--- src/rtl/display_scheduler_if.sv ---
// Request/data/display bundle between the display sources and the scheduler.
// The master drives requests and source data; the slave drives grant and digits.
interface display_scheduler_if;
  logic [3:0]   req;
  logic [127:0] value;
  logic [31:0]  en_mask;
  logic [31:0]  dp_mask;
  logic [3:0]   grant;
  logic [5:0]   d1;
  logic [5:0]   d2;
  logic [5:0]   d3;
  logic [5:0]   d4;
  logic [5:0]   d5;
  logic [5:0]   d6;
  logic [5:0]   d7;
  logic [5:0]   d8;
  logic         busy;

  modport master (
    output req, value, en_mask, dp_mask,
    input  grant, d1, d2, d3, d4, d5, d6, d7, d8, busy
  );

  modport slave (
    input  req, value, en_mask, dp_mask,
    output grant, d1, d2, d3, d4, d5, d6, d7, d8, busy
  );
endinterface

--- src/rtl/display_scheduler.sv ---
// Round-robin time-sharing of an 8-digit display among four sources; each
// grant holds the display for a fixed dwell unless its request drops.
module display_scheduler #(
  parameter int unsigned TICK_CYCLES = 100000,
  parameter int unsigned DWELL_TICKS = 1000
) (
  input logic               clock,
  input logic               reset,
  display_scheduler_if.slave sched_if
);

  localparam int unsigned NSRC    = 4;
  localparam int unsigned NDIG    = 8;
  localparam int unsigned DIGW    = 6;
  localparam int unsigned TICK_W  = (TICK_CYCLES > 1) ? $clog2(TICK_CYCLES) : 1;
  localparam int unsigned DWELL_W = (DWELL_TICKS > 1) ? $clog2(DWELL_TICKS) : 1;
  localparam logic [TICK_W-1:0]  TICK_LAST  = TICK_W'(TICK_CYCLES - 1);
  localparam logic [DWELL_W-1:0] DWELL_LAST = DWELL_W'(DWELL_TICKS - 1);

  typedef enum logic {IDLE, SHOW} state_e;

  state_e               state_q, state_d;
  logic [NSRC-1:0]      grant_q, grant_d;
  logic [1:0]           last_q, last_d;
  logic [TICK_W-1:0]    tick_q, tick_d;
  logic [DWELL_W-1:0]   dwell_q, dwell_d;
  logic                 busy_q, busy_d;
  logic [DIGW-1:0]      d_q [NDIG];
  logic [DIGW-1:0]      d_d [NDIG];

  logic [31:0]          val_a [NSRC];
  logic [7:0]           en_a  [NSRC];
  logic [7:0]           dp_a  [NSRC];

  logic                 tick_wrap_c;
  logic                 expire_c;
  logic                 cur_req_c;
  logic [NSRC-1:0]      others_c;
  logic [1:0]           src_c;
  logic                 restart_c;
  logic [31:0]          sel_val_c;
  logic [7:0]           sel_en_c;
  logic [7:0]           sel_dp_c;

  // Split the packed source buses into per-source words.
  for (genvar i = 0; i < NSRC; i++) begin : g_unpack
    assign val_a[i] = sched_if.value[32*i +: 32];
    assign en_a[i]  = sched_if.en_mask[8*i +: 8];
    assign dp_a[i]  = sched_if.dp_mask[8*i +: 8];
  end

  // First requester strictly after `last`, wrapping; `last` itself is checked last.
  function automatic logic [1:0] rr_pick(input logic [NSRC-1:0] r, input logic [1:0] last);
    logic [1:0] idx;
    logic [1:0] pick;
    logic       found;
    pick  = last;
    found = 1'b0;
    for (int k = 1; k <= 4; k++) begin
      idx = last + 2'(k);
      if (!found && r[idx]) begin
        pick  = idx;
        found = 1'b1;
      end
    end
    return pick;
  endfunction

  always_comb begin
    state_d   = state_q;
    grant_d   = grant_q;
    last_d    = last_q;
    tick_d    = tick_q;
    dwell_d   = dwell_q;
    busy_d    = busy_q;
    src_c     = last_q;
    restart_c = 1'b0;

    tick_wrap_c = (tick_q == TICK_LAST);
    expire_c    = tick_wrap_c && (dwell_q == DWELL_LAST);
    cur_req_c   = |(sched_if.req & grant_q);
    others_c    = sched_if.req & ~grant_q;

    case (state_q)
      IDLE: begin
        if (|sched_if.req) begin
          state_d   = SHOW;
          src_c     = rr_pick(sched_if.req, last_q);
          restart_c = 1'b1;
        end
      end
      SHOW: begin
        if (expire_c || !cur_req_c) begin
          if (|others_c) begin
            src_c     = rr_pick(others_c, last_q);
            restart_c = 1'b1;
          end else if (cur_req_c) begin
            restart_c = 1'b1;
          end else begin
            state_d = IDLE;
            tick_d  = '0;
            dwell_d = '0;
          end
        end else if (tick_wrap_c) begin
          tick_d  = '0;
          dwell_d = dwell_q + DWELL_W'(1);
        end else begin
          tick_d = tick_q + TICK_W'(1);
        end
      end
      default: state_d = IDLE;
    endcase

    if (restart_c) begin
      grant_d = NSRC'(1) << src_c;
      last_d  = src_c;
      tick_d  = '0;
      dwell_d = '0;
    end
    if (state_d == IDLE) begin
      grant_d = '0;
    end
    busy_d = (state_d == SHOW);

    // Digit K (0 = leftmost) takes the highest remaining nibble and mask bit.
    sel_val_c = val_a[src_c];
    sel_en_c  = en_a[src_c];
    sel_dp_c  = dp_a[src_c];
    for (int k = 0; k < NDIG; k++) begin
      d_d[k] = '0;
      if (state_d == SHOW) begin
        d_d[k] = {sel_en_c[7-k], sel_val_c[28-4*k +: 4], sel_dp_c[7-k]};
      end
    end
  end

  always_ff @(posedge clock or posedge reset) begin
    if (reset) begin
      state_q <= IDLE;
      grant_q <= '0;
      last_q  <= 2'd3;
      tick_q  <= '0;
      dwell_q <= '0;
      busy_q  <= 1'b0;
      for (int k = 0; k < NDIG; k++) begin
        d_q[k] <= '0;
      end
    end else begin
      state_q <= state_d;
      grant_q <= grant_d;
      last_q  <= last_d;
      tick_q  <= tick_d;
      dwell_q <= dwell_d;
      busy_q  <= busy_d;
      for (int k = 0; k < NDIG; k++) begin
        d_q[k] <= d_d[k];
      end
    end
  end

  assign sched_if.grant = grant_q;
  assign sched_if.busy  = busy_q;
  assign sched_if.d1    = d_q[0];
  assign sched_if.d2    = d_q[1];
  assign sched_if.d3    = d_q[2];
  assign sched_if.d4    = d_q[3];
  assign sched_if.d5    = d_q[4];
  assign sched_if.d6    = d_q[5];
  assign sched_if.d7    = d_q[6];
  assign sched_if.d8    = d_q[7];

endmodule

--- src/flat_wrapper.sv ---
// flat-port wrapper written by rule: the top's interface ports become plain ports
module display_scheduler_flat 
#(
  parameter int unsigned TICK_CYCLES = 100000,
  parameter int unsigned DWELL_TICKS = 1000
)
  (clock, reset, sched_if_req, sched_if_value, sched_if_en_mask, sched_if_dp_mask, sched_if_grant, sched_if_d1, sched_if_d2, sched_if_d3, sched_if_d4, sched_if_d5, sched_if_d6, sched_if_d7, sched_if_d8, sched_if_busy);
  display_scheduler_if sched_if_i ();
  input logic clock;
  input logic reset;
  input wire logic [$bits(sched_if_i.req)-1:0] sched_if_req;
  input wire logic [$bits(sched_if_i.value)-1:0] sched_if_value;
  input wire logic [$bits(sched_if_i.en_mask)-1:0] sched_if_en_mask;
  input wire logic [$bits(sched_if_i.dp_mask)-1:0] sched_if_dp_mask;
  output wire logic [$bits(sched_if_i.grant)-1:0] sched_if_grant;
  output wire logic [$bits(sched_if_i.d1)-1:0] sched_if_d1;
  output wire logic [$bits(sched_if_i.d2)-1:0] sched_if_d2;
  output wire logic [$bits(sched_if_i.d3)-1:0] sched_if_d3;
  output wire logic [$bits(sched_if_i.d4)-1:0] sched_if_d4;
  output wire logic [$bits(sched_if_i.d5)-1:0] sched_if_d5;
  output wire logic [$bits(sched_if_i.d6)-1:0] sched_if_d6;
  output wire logic [$bits(sched_if_i.d7)-1:0] sched_if_d7;
  output wire logic [$bits(sched_if_i.d8)-1:0] sched_if_d8;
  output wire logic [$bits(sched_if_i.busy)-1:0] sched_if_busy;
  assign sched_if_i.req = sched_if_req;
  assign sched_if_i.value = sched_if_value;
  assign sched_if_i.en_mask = sched_if_en_mask;
  assign sched_if_i.dp_mask = sched_if_dp_mask;
  assign sched_if_grant = sched_if_i.grant;
  assign sched_if_d1 = sched_if_i.d1;
  assign sched_if_d2 = sched_if_i.d2;
  assign sched_if_d3 = sched_if_i.d3;
  assign sched_if_d4 = sched_if_i.d4;
  assign sched_if_d5 = sched_if_i.d5;
  assign sched_if_d6 = sched_if_i.d6;
  assign sched_if_d7 = sched_if_i.d7;
  assign sched_if_d8 = sched_if_i.d8;
  assign sched_if_busy = sched_if_i.busy;
  display_scheduler #(.TICK_CYCLES(TICK_CYCLES), .DWELL_TICKS(DWELL_TICKS)) u_core (.clock(clock), .reset(reset), .sched_if(sched_if_i));
endmodule
--- config.mk ---
export PLATFORM = sky130hd
export DESIGN_NAME = display_scheduler_flat
export DESIGN_NICKNAME = d
export VERILOG_FILES = /design/src/rtl/display_scheduler_if.sv /design/src/rtl/display_scheduler.sv /design/src/flat_wrapper.sv
export SDC_FILE = /design/constraint.sdc
export NUM_CORES = 1
export LEC_CHECK = 0
export CORE_UTILIZATION = 35
export CTS_CLUSTER_DIAMETER = 80
export DETAILED_ROUTE_END_ITERATION = 7
export HOLD_SLACK_MARGIN = 0.1
export PLACE_DENSITY = 0.78
export SLEW_MARGIN = 30
export SYNTH_ARGS = -nofsm -noshare
export SYNTH_HDL_FRONTEND = slang
export SYNTH_SLANG_ARGS = --single-unit
export TNS_END_PERCENT = 1
--- constraint.sdc ---
create_clock -name clock -period 5.17 [get_ports clock]
set_clock_uncertainty 0.05 [all_clocks]
set_input_delay 1.2925 -clock clock [delete_from_list [all_inputs] [get_ports clock]]
set_output_delay 1.2925 -clock clock [all_outputs]
set_load 0.05 [all_outputs]
Word-level counts from Yosys, hierarchy flattened
Cells that the tools add are included.
{"block": "classes", "n_addsub": 5, "n_mul": 0, "div_mod_pow": 0, "order_cmp": 5, "n_eq_ne": 5, "n_shift": 1, "mux": 87, "bitwise": 5, "reduce_logical": 22}
{"op": "2-to-1 mux 17 bit", "count": 6}
{"op": "binary-select mux 32 bit (select 2 bit)", "count": 1}
{"op": "2-to-1 mux 32 bit", "count": 2}
{"op": "2-to-1 mux 10 bit", "count": 6}
{"op": "2-to-1 mux 6 bit", "count": 8}
{"op": "2-to-1 mux 1 bit", "count": 34}
{"op": "binary-select mux 8 bit (select 2 bit)", "count": 2}
{"op": "2-to-1 mux 8 bit", "count": 4}
{"op": "2-to-1 mux 2 bit", "count": 11}
{"op": "adder 17 x 1 -> 17 bit (second input constant)", "count": 1}
{"op": "== test 17 bit (second input constant)", "count": 1}
{"op": "binary-select mux 1 bit (select 2 bit)", "count": 8}
{"op": "less-than comparator 2 x 3 -> 1 bit (second input constant)", "count": 4}
{"op": "OR reduction 4 bit", "count": 3}
{"op": "adder 10 x 1 -> 10 bit (second input constant)", "count": 1}
{"op": "== test 10 bit (second input constant)", "count": 1}
{"op": "bitwise AND 4 bit", "count": 2}
{"op": "2-to-1 mux 4 bit", "count": 2}
{"op": "logical AND 1 bit", "count": 7}
{"op": "logical NOT 1 bit", "count": 7}
{"op": "adder 2 bit (second input constant)", "count": 2}
{"op": "inverter 4 bit", "count": 1}
{"op": "case mux 1 bit (2 select lines)", "count": 2}
{"op": "case mux 2 bit (2 select lines)", "count": 1}
{"op": "other kinds (13)", "count": 13}
{"block": "totals", "register_bits": 82, "latch_bits": 0, "ram_bits": 0, "romBits": 0, "inputBits": 198, "elab_cells": 143, "memories": 0}

Depth between registers and ports, before layout
Gate-level depths: netlist of the first run.
{"block": "logic_depth", "word_depth": 31, "depth_mapped": 11}

Least setup slack after synthesis of the first run
OpenSTA, ideal clock, no wires.
{"block": "synth_path", "path_kind": "input port to flip-flop", "startpoint": "input port sched_if_req[3]", "endpoint": "register u_core.grant_q[3], in the netlist u_core.sched_if.grant[3]", "setup_ns": 0.074, "arrival_ns": 3.492, "t_required_ns": 5.046, "slack_ns": 1.554, "path_stages": 10, "n_path_buf": 3, "cell_sequence": "clkbuf_1 nor2b_1 nor3_1 a32o_1 a2111oi_4 a211oi_1 or4_1 buf_2 buf_6 o21ai_2"}
{"block": "synth_between", "elab_chain_cells": 28, "elab_cells_between_ends": 79, "classes_between": "eq/ne (1); shift (1); mux (58); bitwise (2); reduce/logical (17)"}
{"item": "start: declaration", "line": "flat_wrapper.sv:11", "rtl": "input wire logic [$bits(sched_if_i.req)-1:0] sched_if_req;"}
{"item": "bitwise AND 4 bit", "line": "display_scheduler.sv:82", "rtl": "others_c = sched_if.req & ~grant_q;"}
{"item": "binary-select mux 1 bit (select 2 bit)", "line": "display_scheduler.sv:61", "rtl": "if (!found && r[idx]) begin"}
{"item": "2-to-1 mux 1 bit (not written as such)", "line": "display_scheduler.sv:61"}
{"item": "2-to-1 mux 1 bit", "line": "display_scheduler.sv:61"}
{"item": "2-to-1 mux 1 bit", "line": "display_scheduler.sv:94", "rtl": "if (|others_c) begin"}
{"item": "2-to-1 mux 1 bit", "line": "display_scheduler.sv:93", "rtl": "if (expire_c || !cur_req_c) begin"}
{"item": "2-to-1 mux 1 bit", "line": "display_scheduler.sv:84", "rtl": "case (state_q)"}
{"item": "logical NOT 1 bit", "line": "display_scheduler.sv:61"}
{"item": "[... 12 more ...]"}
{"item": "logical AND 1 bit", "line": "display_scheduler.sv:61"}
{"item": "2-to-1 mux 2 bit", "line": "display_scheduler.sv:61"}
{"item": "2-to-1 mux 2 bit", "line": "display_scheduler.sv:94"}
{"item": "2-to-1 mux 2 bit", "line": "display_scheduler.sv:93"}
{"item": "case mux 2 bit (2 select lines)", "line": "display_scheduler.sv:84"}
{"item": "left shift 1 x 2 -> 4 bit", "line": "display_scheduler.sv:115", "rtl": "grant_d = NSRC'(1) << src_c;"}
{"item": "2-to-1 mux 4 bit", "line": "display_scheduler.sv:114", "rtl": "if (restart_c) begin"}
{"item": "2-to-1 mux 4 bit", "line": "display_scheduler.sv:120", "rtl": "if (state_d == IDLE) begin"}
{"item": "end signal: assignment", "line": "display_scheduler.sv:150", "rtl": "grant_q <= grant_d;"}
{"item": "end: declaration", "line": "display_scheduler.sv:23", "rtl": "logic [NSRC-1:0] grant_q, grant_d;"}
Parallel ways exist; a longest one is shown, timed or not. The select of a mux whose other input is x is not followed.
A chain may end at the register's enable or synchronous reset.

==> results.txt, run 1 <==
Status -> complete, no violations
Endpoints failing setup -> 0
Clock Tree Root -> clkbuf_16
TritonCTS clock tree -> built
Max rail drop VDD -> 0.000397 V
CTS H-tree lvls -> 3
WL per Instance -> 17.4 um
Setup crit end kind -> flip-flop
DRC violations left -> 0
Count of cell types in the netlist -> 47
Worst hold stages -> 1
CP arrival -> 4.64 ns
Syn avg cell area -> 10.6 um^2
Required @ worst endpoint -> 5.36 ns
Max Cap Viol -> 0
CP max FO -> 39
Pre-CTS setup slack -> 0.432 ns
Clk sinks -> 82
I/O Pins -> 251
Buf+Inv Stages, Crit Path -> 2
Unrepaired setup endpoints after global routing -> false
Mapped Cells -> 434
Max clock buf depth -> 2
GRT Total Usage -> 21.7%
GP Congestion -> 0.894
Total grt overflow -> 0
Setup WS post-layout -> 0.718 ns
CP Depth -> 9
Crit-path cells -> clkdlybuf4s50_1 > nor2b_1 > mux2i_1 > a32o_1 > a2111oi_4 > a211oi_1 > or4_2 > buf_12 > o22ai_1
Cell family with most CP delay -> simple AND/OR/NAND/NOR gates
Ys async rst share -> 100%
Post-synth top flop -> dfrtp_1
# port buffers -> 250
Post-synth EDFFs -> 0
Initial antenna violation count -> 0
Worst Tran Pin Value -> 0.789 ns
Vias in the first global route -> 4668
Final worst-path cycle share -> 86.1%
Setup TNS -> 0 ns
Leak Pwr -> 3.17 nW
Final Hold Vio Count -> 0
Worst Reg-to-Reg Cells -> 9
Effective utilization at floorplan -> 36.1%
Slew Limit Fails -> 0
Worst-skew pair later-pin latency -> 0.33 ns
Die X -> 117 um
Layout cells sized above 1 -> 5.92%
Detailed Route Iter0 Violations -> 197
Seq/Total Area, Yosys -> 44.8%
Rows -> 41
Max Fclk -> 225 MHz
Mean number of vias per cell -> 5.23
Slew margin rel. -> 47.4%
Core area -> 12700 um^2
Hold Crit Class -> reg -> reg
CP Launch Type -> input pin
Critical path's largest stage delay -> 0.91 ns
PostCTS Resize Cnt -> 0
Hold buffers post-CTS -> 0
First drt pass iteration count -> 4
Die height -> 117 um
YS warnings -> 0
Final WL -> 14.8 mm
Post-detail-place hpwl -> 11.2 mm
Largest net degree at the start of global routing -> 71
Num CTS Buffers -> 9
Final Critical Period -> 4.45 ns
WS Path Type -> in -> reg
Via count -> 4443
Clk pin slew, worst setup/hold paths -> 0.06 ns
Post-Syn Area -> 4590 um^2
PwrDens -> 610 nW/um^2
Postcts setup bufs -> 0
First-pass GRT wire length -> 22.6 mm
DRT antenna net count -> 0
Syn-to-layout area delta -> 64.1%
Synthesized Nets -> 634
Die ar. -> 13600 um^2
Slowest cell on crit path -> or4_2
FF+latch count, synth -> 82
Dpl cells -> 833
Post-Layout Cell Count -> 849
Fin nets -> 872
==> worst paths after layout <==
check	slack, ns	end	from
max	0.72	u_core.sched_if.d8[1]$_DFF_PP0_	sched_if_req[1]
min	0.44	u_core.dwell_q[9]$_DFFE_PP0P_	u_core.dwell_q[9]$_DFFE_PP0P_
max reg2reg	1.60	u_core.sched_if.d8[1]$_DFF_PP0_	u_core.tick_q[0]$_DFFE_PP0P_
min reg2reg	0.44	u_core.dwell_q[9]$_DFFE_PP0P_	u_core.dwell_q[9]$_DFFE_PP0P_
max in group asynchronous	2.69	u_core.sched_if.d8[4]$_DFF_PP0_	reset
min in group asynchronous	1.34	u_core.sched_if.d4[2]$_DFF_PP0_	reset
==> cells in the final DEF (no fill, tap or decap), types with 3 or more instances in the layout <==
cell	synthesis	final
clkdlybuf4s50_1	0	250
mux2i_1	97	97
dfrtp_1	80	80
o22ai_1	41	41
nand2_1	29	29
nor2_1	25	24
o21ai_0	17	17
xor2_1	12	12
nand3_1	11	11
and3_1	9	9
clkbuf_16	0	9
o22ai_2	8	8
nand4_1	7	7
nor3_1	7	7
nand2b_1	6	6
a21oi_1	5	5
buf_4	0	5
inv_1	4	3
xnor2_1	3	3
nor2b_1	3	3
clkinv_2	0	3
==> routing by layer <==
layer  vias up  GRT usage, %  part of all wire [%]
li1       2098             -                     -
met1      2133          24.5                    38
met2       179          38.3                    52
met3        33          5.92                   6.5
met4         0          9.15                   2.9
met5         -             0                     0
==> layout make-up <==
type / count / area (um^2)
clock buffer: 12 / 246
sequential: 82 / 2050
timing repair buffer: 257 / 2580
fill: 1098 / 5190
antenna: 1 / 2.50
multi-input combinational: 318 / 2380
tap: 172 / 215
inverter: 4 / 16.3
clock inverter: 3 / 40.0
==> Yosys cell counts (3+ instances only) <==
cell type / count / area, um^2
a21oi_1: 5 / 25.0
and3_1: 9 / 56.3
buf_1: 6 / 22.5
buf_2: 7 / 35.0
buf_6: 5 / 56.3
clkbuf_1: 12 / 45.0
dfrtp_1: 80 / 2000
inv_1: 4 / 15.0
mux2i_1: 97 / 971
nand2_1: 29 / 109
nand2b_1: 6 / 37.5
nand3_1: 11 / 55.1
nand4_1: 7 / 43.8
nor2_1: 25 / 93.8
nor2b_1: 3 / 18.8
nor3_1: 7 / 35.0
o21ai_0: 17 / 85.1
o22ai_1: 41 / 257
o22ai_2: 8 / 100
o31ai_1: 3 / 22.5
xnor2_1: 3 / 26.3
xor2_1: 12 / 105
==> cells by family after synthesis <==
logic type               count (synthesis)  share of synthesized area, %
adder cells (fa/ha/maj)                  2                         0.545
AO/OA/AOI/OAI                           97                          15.2
AND/OR/NAND/NOR                        107                          11.7
XOR/XNOR                                15                          2.86
flip-flops                              82                          44.8
buffers and inverters                   34                          3.79
multiplexers                            97                          21.2
==> stage by stage <==
step	utilization, %	power (W)	hold WS (ns)	instance area, um^2
final	59.2	0.00460	0.438	7530
after floorplan	-	0.00315	0.399	4590
after global routing	59.2	0.00482	0.483	7530
after detailed placement	57.0	0.00398	0.425	7250
after global placement	56.9	0.00390	0.414	7240
after CTS	59.2	0.00462	0.436	7530
==> sequential cells by signal, summed over array words and instances, names as in the netlist <==
| register | flops |
|---|---|
| u_core.tick_q | 17 |
| u_core.dwell_q | 10 |
| u_core.sched_if.d1 | 6 |
| u_core.sched_if.d2 | 6 |
| u_core.sched_if.d3 | 6 |
| u_core.sched_if.d4 | 6 |
| u_core.sched_if.d5 | 6 |
| u_core.sched_if.d6 | 6 |
| u_core.sched_if.d7 | 6 |
| u_core.sched_if.d8 | 6 |
| u_core.sched_if.grant | 4 |
| u_core.last_q | 2 |
| u_core.state_q | 1 |
==> report_power, final <==
part	switching, W	leakage (nW)	total (W)	internal [W]
logic	0.00179	1.99	0.00296	0.00117
registers	0.000117	1.04	0.00101	0.000893
clock network	0.000245	0.142	0.000628	0.000383
total	0.00216	3.17	0.00460	0.00244
(Power assumes the default switching activity.)
==> run 2: changes to the inputs <==
Settings changed: MAX_ROUTING_LAYER set to met4.
==> results.txt, run 2 (synthesis gave the netlist of run 1 again) <==
GP Congestion -> 0.880 (-1.6%)
Detailed Route Iter0 Violations -> 209 (+6.1%)
Effective utilization at floorplan -> 36.1% (unchanged)
Sequential share of power -> 21.5% (-0.5 points)
WL per Instance -> 17.6 um (+1.0%)
Final Hold Vio Count -> 0 (unchanged)
Sw power -> 0.00217 W (+0.69%)
Postcts setup bufs -> 0 (unchanged)
PwrDens -> 620 nW/um^2 (+1.5%)
Clk pin slew, worst setup/hold paths -> 0.06 ns (about the same)
Setup TNS -> 0 ns (unchanged)
# fillers -> 1096 (-0.18%)
Combinational Power Share -> 63.0% (-1.4 points)
Setup crit end kind -> flip-flop
PostCTS Resize Cnt -> 0 (unchanged)
Die height -> 117 um (unchanged)
First-pass GRT wire length -> 22.8 mm (+0.98%)
Layout cells sized above 1 -> 6.34% (+0.43 points)
Core area -> 12700 um^2 (unchanged)
Syn-to-layout area delta -> 65.2%
Max rail drop VDD -> 0.000490 V (+23%)
Unrepaired setup endpoints after global routing -> false
Biggest register -> u_core.tick_q
Final worst-path cycle share -> 82.0% (-4.1 points)
CP Launch Type -> input pin
CP max FO -> 50 (+28%)
Max Fclk -> 236 MHz (+5.0%)
Slew Limit Fails -> 0 (unchanged)
Switching share of total power -> 46.2% (-0.67 points)
Fin nets -> 873 (+0.11%)
CTS H-tree lvls -> 3 (unchanged)
Clk sinks -> 82 (unchanged)
Total grt overflow -> 0 (unchanged)
Status -> complete, no violations
First drt pass iteration count -> 6 (+2)
Rows -> 41 (unchanged)
Most frequent cells in the layout -> 250 x clkdlybuf4s50_1, 97 x mux2i_1, 80 x dfrtp_1
Clock share of power -> 15.5% (+1.8 points)
Slew margin rel. -> 47.6% (+0.19 points)
Design area -> 7580 um^2 (+0.63%)
Final Critical Period -> 4.24 ns (-0.212 ns)
Die X -> 117 um (unchanged)
Initial antenna violation count -> 0 (unchanged)
Int Power -> 0.00253 W (+3.5%)
Hold Crit Class -> reg -> reg
Post-detail-place hpwl -> 11.2 mm (+0.33%)
Via count -> 4469 (+0.59%)
Most common cell after layout, fill and taps aside -> clkdlybuf4s50_1
Die ar. -> 13600 um^2 (unchanged)
Antenna cells -> 0 (-1)
Post-DP Area -> 7240 um^2 (about the same)
DRT antenna net count -> 0 (unchanged)
Mean number of vias per cell -> 5.26 (+0.47%)
Largest net degree at the start of global routing -> 100 (+41%)
TritonCTS clock tree -> built
Worst-skew pair later-pin latency -> 0.33 ns (about the same)
Max Cap Viol -> 0 (unchanged)
Max clock buf depth -> 2 (unchanged)
CP arrival -> 4.43 ns (-0.21 ns)
Clock Tree Root -> clkbuf_16
Max reg flops -> 17 (unchanged)
Top flop regs -> u_core.tick_q x17, u_core.dwell_q x10
Worst Tran Pin Value -> 0.786 ns (-0.00288 ns)
WS Path Type -> in -> reg
I/O Pins -> 251 (unchanged)
Hold buffers post-CTS -> 0 (unchanged)
Endpoints failing setup -> 0 (unchanged)
Num CTS Buffers -> 9 (unchanged)
Leak Pwr -> 3.19 nW (+0.78%)
Required @ worst endpoint -> 5.36 ns (about the same)
Vias in the first global route -> 4524 (-3.1%)
DRC violations left -> 0 (unchanged)
Final WL -> 14.9 mm (+1.2%)
# port buffers -> 250 (unchanged)
GRT Total Usage -> 22.8% (+1.1 points)
-- run 2: final timing paths --
path | startpoint | end | slack, ns | depth (start not counted)
worst max-delay path | sched_if_req[1] | u_core.sched_if.d3[1]$_DFF_PP0_ | 0.93 | 9
worst min-delay path | u_core.dwell_q[9]$_DFFE_PP0P_ | u_core.dwell_q[9]$_DFFE_PP0P_ | 0.44 | 1
worst max register to register | u_core.tick_q[0]$_DFFE_PP0P_ | u_core.sched_if.d3[1]$_DFF_PP0_ | 1.74 | 9
worst min register to register | u_core.dwell_q[9]$_DFFE_PP0P_ | u_core.dwell_q[9]$_DFFE_PP0P_ | 0.44 | 1
max in group asynchronous | reset | u_core.sched_if.d3[0]$_DFF_PP0_ | 3.00 | 3
min in group asynchronous | reset | u_core.sched_if.d5[2]$_DFF_PP0_ | 1.26 | 2
-- run 2: per-layer routing --
layer / share of wire (%) / global-route usage [%] / wire (um)
met5: 0 / - / 0
met4: 3.4 / 8.97 / 502
met3: 6.0 / 5.29 / 894
met2: 52 / 39.0 / 7830
met1: 38 / 25.6 / 5720
-- run 2: worst max-delay path: stages --
cell and delay (ns):
clkdlybuf4s50_1 0.56, nor2b_1 0.39, nor3_1 0.09, a32o_1 0.31, a2111oi_4 0.34, a211oi_1 0.19, or4_2 0.66, buf_4 0.34
o22ai_1 0.22
-- run 2: power groups by stage --
stage	Combinational, W	Clock, W	Sequential (W)
after floorplan	0.00145	0	0.00169
after global placement	0.00290	0	0.00101
after detailed placement	0.00296	0	0.00102
after CTS	0.00297	0.000742	0.00101
after global routing	0.00311	0.000772	0.00104
final	0.00296	0.000730	0.00101
-- run 2: final cells by class --
type	count	area, um^2	area share (%)
Clock buffer	10	229	3.02
Clock inverter	6	113	1.49
Inverter	4	16.3	0.215
Multi-Input combinational cell	318	2380	31.4
Sequential cell	82	2050	27.1
Tap cell	172	215	2.84
Timing Repair Buffer	258	2570	34.0
-- run 2: through the flow --
stage / setup WS, ns / cells / util (%) / total power (W) / hold slack [ns]
final: 0.929 / 850 / 59.6 / 0.00470 / 0.441
after floorplan: 1.55 / 434 / - / 0.00315 / 0.399
after global placement: 0.740 / 834 / 56.9 / 0.00391 / 0.413
after CTS: 0.949 / 850 / 59.6 / 0.00472 / 0.442
after global routing: 0.790 / 850 / 59.6 / 0.00492 / 0.452
after detailed placement: 0.599 / 834 / 56.9 / 0.00398 / 0.432
